## src/rtl/univ_shift_reg.sv

```systemverilog
// Universal shift register: hold, shift right/left and parallel load.
// Counts shifts per word and pulses word_valid when a word completes.
module univ_shift_reg #(
  parameter int               WIDTH   = 8,
  parameter logic [WIDTH-1:0] RST_VAL = '0
) (
  input  logic                       Clk,
  input  logic                       rst,
  input  logic                       en,
  input  logic [1:0]                 mode,
  input  logic                       sin,
  input  logic [WIDTH-1:0]           pin,
  output logic [WIDTH-1:0]           q,
  output logic                       sout,
  output logic [$clog2(WIDTH)-1:0]   bit_cnt,
  output logic                       word_valid
);

  localparam int CW = $clog2(WIDTH);
  localparam logic [CW-1:0] LAST = CW'(WIDTH - 1);

  logic shift;
  logic wrap;

  assign shift = en && (mode == 2'b01 || mode == 2'b10);
  assign wrap  = shift && (bit_cnt == LAST);
  assign sout  = (mode == 2'b10) ? q[WIDTH-1] : q[0];

  always_ff @(posedge Clk) begin
    if (rst) begin
      q          <= RST_VAL;
      bit_cnt    <= '0;
      word_valid <= 1'b0;
    end else begin
      word_valid <= wrap;
      if (en) begin
        unique case (mode)
          2'b00: q <= q;
          2'b01: q <= {sin, q[WIDTH-1:1]};
          2'b10: q <= {q[WIDTH-2:0], sin};
          2'b11: q <= pin;
          default: q <= q;
        endcase
      end
      // Non-power-of-two widths need an explicit wrap point.
      if (en && mode == 2'b11) begin
        bit_cnt <= '0;
      end else if (wrap) begin
        bit_cnt <= '0;
      end else if (shift) begin
        bit_cnt <= bit_cnt + 1'b1;
      end
    end
  end

endmodule

```

## config.mk

```make
export PLATFORM = sky130hd
export DESIGN_NAME = univ_shift_reg
export DESIGN_NICKNAME = d
export VERILOG_FILES = /design/src/rtl/univ_shift_reg.sv
export SDC_FILE = /design/constraint.sdc
export NUM_CORES = 1
export LEC_CHECK = 0
export CAP_MARGIN = 20
export CORE_MARGIN = 3
export CORE_UTILIZATION = 41
export CTS_CLUSTER_SIZE = 20
export DETAILED_ROUTE_END_ITERATION = 10
export PLACE_DENSITY = 0.77
export SLEW_MARGIN = 20
export SYNTH_ARGS = -nofsm -noshare
export SYNTH_HDL_FRONTEND = slang
export SYNTH_SLANG_ARGS = --single-unit
```

## constraint.sdc

```tcl
create_clock -name Clk -period 1.75 [get_ports Clk]
set_input_delay 0.35 -clock Clk [delete_from_list [all_inputs] [get_ports Clk]]
set_output_delay 0.35 -clock Clk [all_outputs]
set_load 0.01 [all_outputs]
```

Word-level counts from Yosys, hierarchy flattened:

Cells that the tools add are included.

* bits in registers: 12
* logic and storage cells: 18

* $add $sub $neg: 1
* equal/unequal tests: 4
* muxes and demuxes: 2
* bitwise logic cells: 1
* reduce and logical (&&, ||, !) cells: 7

Operators by type and width (number)
* $pmux 8 s3: 1
* $eq 2x2->1 const B: 2
* $add 3x1->3 const B: 1
* $eq 3x3->1 const B: 1
* $logic_and 1x1->1: 3
* $reduce_or 3->1: 1
* $eq 2x1->1 const B: 1
* $logic_not 2->1: 1
* $reduce_and 2->1: 1
* $logic_or 1x1->1: 1
* $mux 1: 1
* $not 1->1: 1

Logic depth before layout (Yosys ltp):

Gate-level depths: netlist (run 1).

* word-level depth: 5
* gate-level depth with buffers: 7

Worst setup path after synthesis (run 1):

No wires, ideal clock.

* kind: input port to output port
* start: input mode[0]
* end: output sout
* arrival: 1083 ps
* data required time: 1400 ps
* setup slack: 317 ps
* stages on the path: 4
* cells stage by stage: inv_1 -> ha_1 -> buf_2 -> mux2_2

* word-level cells in the longest chain between the ends: 2

Ends and longest elaborated chain
* start: declaration: line 10 `input logic [1:0] mode,`
* $eq 2x2->1: line 27 `assign sout = (mode == 2'b10) ? q[WIDTH-1] : q[0];`
* $mux 1: line 27
* end: declaration: line 14 `output logic sout,`

No other way between the ends.

Worst setup path after layout (run 1):

Ends and elaborated chain as after synthesis.

==> run summary, run 1 <==
Fin. Hold Viols: 0
Final hold slack: 0.472 ns
Final Non-Filler Cells: 123
Worst skew pair latency: 0.28 ns
Synthesized area per cell: 9.16 µm²
Commonest non-fill, non-tap cell in the layout: clkdlybuf4s50_1
Gp weighted congestion: 0.771
Share of cells above drive strength 1: 23.1%
Worst Path Required: 1.40 ns
HPWL Detailed: 1210 µm
Ports: 27
Clock Sinks: 12
DRC viols: 0
CTS H-tree lvls: 1
Post-synth EDFFs: 0
ANT cells: 0
Routed WL per cell: 13.2 µm
CP Cell Sequence: dlygate4sd2_1 > inv_1 > ha_2 > mux2_4 > buf_6
Slowest stage delay, CP: 0.30 ns
Port Buffers: 26
Post-synthesis cell area: 651 µm²
Initial drt markers: 12
Core Area: 1400 µm²
Syn Nets: 90
Cts hold-fix bufs: 0
Area of the multi-input gates: 368 µm²
Chip height: 45.8 µm
Synth cell types: 21
Post-route antenna net violation count: 0
Routed WL: 1620 µm
Area Growth Syn to Fin: 55.8%
CP Max Fanout: 2
Top FF cell, synth: dfxtp_1
Synthesis Warnings: 0
Slew Viols, Final: 0
Tcrit/Tclk final: 92.8%
Total Die Area: 2100 µm²
Layout Nets: 129
Worst Path Class, Setup: in -> out
Synth top area share: 36.9%
Unrepaired setup endpoints after global routing: no
Remaining Overflow, GRT: 0
Clk buf depth: 2
CTS tree: yes
Sequential fraction of the synthesis area: 36.9%
Pleak: 0.416 nW
PwrDens: 660 nW/µm²
FF+latch count, synth: 12
Die X-Extent: 45.8 µm
Total GRT Usage: 18.0%
Worst hold path type: reg -> reg
Synth area leaders: dfxtp_1 (37%), ha_1 (9.6%), a22oi_1 (9.2%)
Slew @ Worst Pin: 0.403 ns
Fmax: 616 MHz
Cell Count Post-Placement: 119
Max_cap viols: 0
Fillers: 124
Clk slew on worst S/H paths: 0.07 ns
Endpoints failing setup: 0
Rel. slew slack: 73.1%
Post-synth ARST share: 0%
Outcome: finished clean
Largest net degree at the start of global routing: 11
Vias per Instance: 5.54
Reg area: 240 µm²
CP endpoint kind: output pin
First-pass GRT wire length: 2640 µm
CP bufs+invs: 3
Site Rows: 13
Startpoint Class: input pin
Number of global-route vias before repair: 564
Most frequent cells in the layout: clkdlybuf4s50_1 (23), buf_4 (13), dfxtp_1 (12), nand2_1 (11), a22oi_1 (8)
Skew final: 0.00667 ns
Gate Count Post-Synth: 71
Crit path time final: 1.62 ns
Critical path arrival: 1.27 ns
Synth area leader: dfxtp_1
Starting Density: 46.5%
Slowest CP cell: mux2_4
Antenna violations before repair: 0
CTS buffer count: 3
Worst-case vdd ir drop: 0.468 mV
Drt pass-1 iters: 5
Clk root buf: clkbuf_4
CP top delay family: buffers and inverters
Vias: 681
[state kept, by name, indices dropped and copies added, names as in the netlist]
signal	flops
bit_cnt	3
q	8
word_valid	1
[worst reg2reg max path, delay by kind of cell (launching register included)]
family                     cells  cell delay, ns
adders and majority gates      2            0.40
AOI/OAI and AO/OA              3            0.50
DFF                            1            0.34
[where the power goes]
| group | switching, mW | leakage, nW | total [mW] | internal (mW) |
|---|---|---|---|---|
| registers | 0.0191 | 0.0986 | 0.310 | 0.291 |
| logic | 0.0760 | 0.304 | 0.186 | 0.110 |
| clock network | 0.0930 | 0.0138 | 0.173 | 0.0798 |
| total | 0.188 | 0.416 | 0.669 | 0.481 |
[cells in the mapped netlist (2+ instances only)]
cell,instances
dfxtp_1,12
nand2_1,11
a22oi_1,8
nor2_1,7
a311oi_1,6
ha_1,5
nor2_2,3
a21oi_1,2
a311oi_2,2
buf_2,2
inv_1,2
nand3_1,2
[layer usage]
metal / track usage [%] / part of all wire (%) / vias up
li1: - / - / 333
met1: 24.6 / 45 / 315
met2: 24.8 / 46 / 28
met3: 3.95 / 6.5 / 5
met4: 11.9 / 2.7 / 0
met5: 0 / 0 / -
[logic make-up after synthesis]
group,after synthesis,share of synthesized area (%)
flip-flops,12,36.9
AND/OR/NAND/NOR,25,16.9
multiplexers,1,1.73
buffers and inverters,7,7.50
AO/OA/AOI/OAI,20,26.0
adder cells (fa/ha/maj),5,9.62
XOR/XNOR,1,1.35
[layout make-up]
| type | instances | area share (%) |
|---|---|---|
| Sequential cell | 12 | 23.7 |
| Inverter | 2 | 0.741 |
| Multi-Input combinational cell | 52 | 36.3 |
| Timing Repair Buffer | 39 | 35.2 |
| Clock buffer | 3 | 2.22 |
| Tap cell | 15 | 1.85 |
[through the flow]
step	area [µm²]	setup TNS (ns)	setup slack [ns]	util, %	power [mW]
4_1_cts	1010	0	0.124	72.5	0.676
3_3_place_gp	978	-1.86	-0.426	69.9	0.496
5_1_grt	1010	0	0.0647	72.5	0.707
6_report	1010	0	0.127	72.5	0.669
3_5_place_dp	978	-2.24	-0.436	69.9	0.499
2_1_floorplan	651	0	0.317	-	0.399
[final timing paths]
| path | start | endpoint | slack, ns | cells past startpoint |
|---|---|---|---|---|
| worst min-delay path | bit_cnt[1] | bit_cnt[1] | 0.47 | 2 |
| worst max register to register | bit_cnt[0] | bit_cnt[2] | 0.45 | 5 |
| worst max-delay path | mode[0] | sout | 0.13 | 5 |
| worst min register to register | bit_cnt[1] | bit_cnt[1] | 0.47 | 2 |
[timing repair]
action	4_1_cts	5_1_grt
setup buffers	1	0
resized for setup	9	0
endpoints found under the setup margin	1	0
Power figures use the tool's default switching activity.
==> run 2: changes to the inputs <==
- CAP_MARGIN: 20 -> not set
==> results of run 2 <==
Final layout, timing and power as in run 1 (identical DEF).
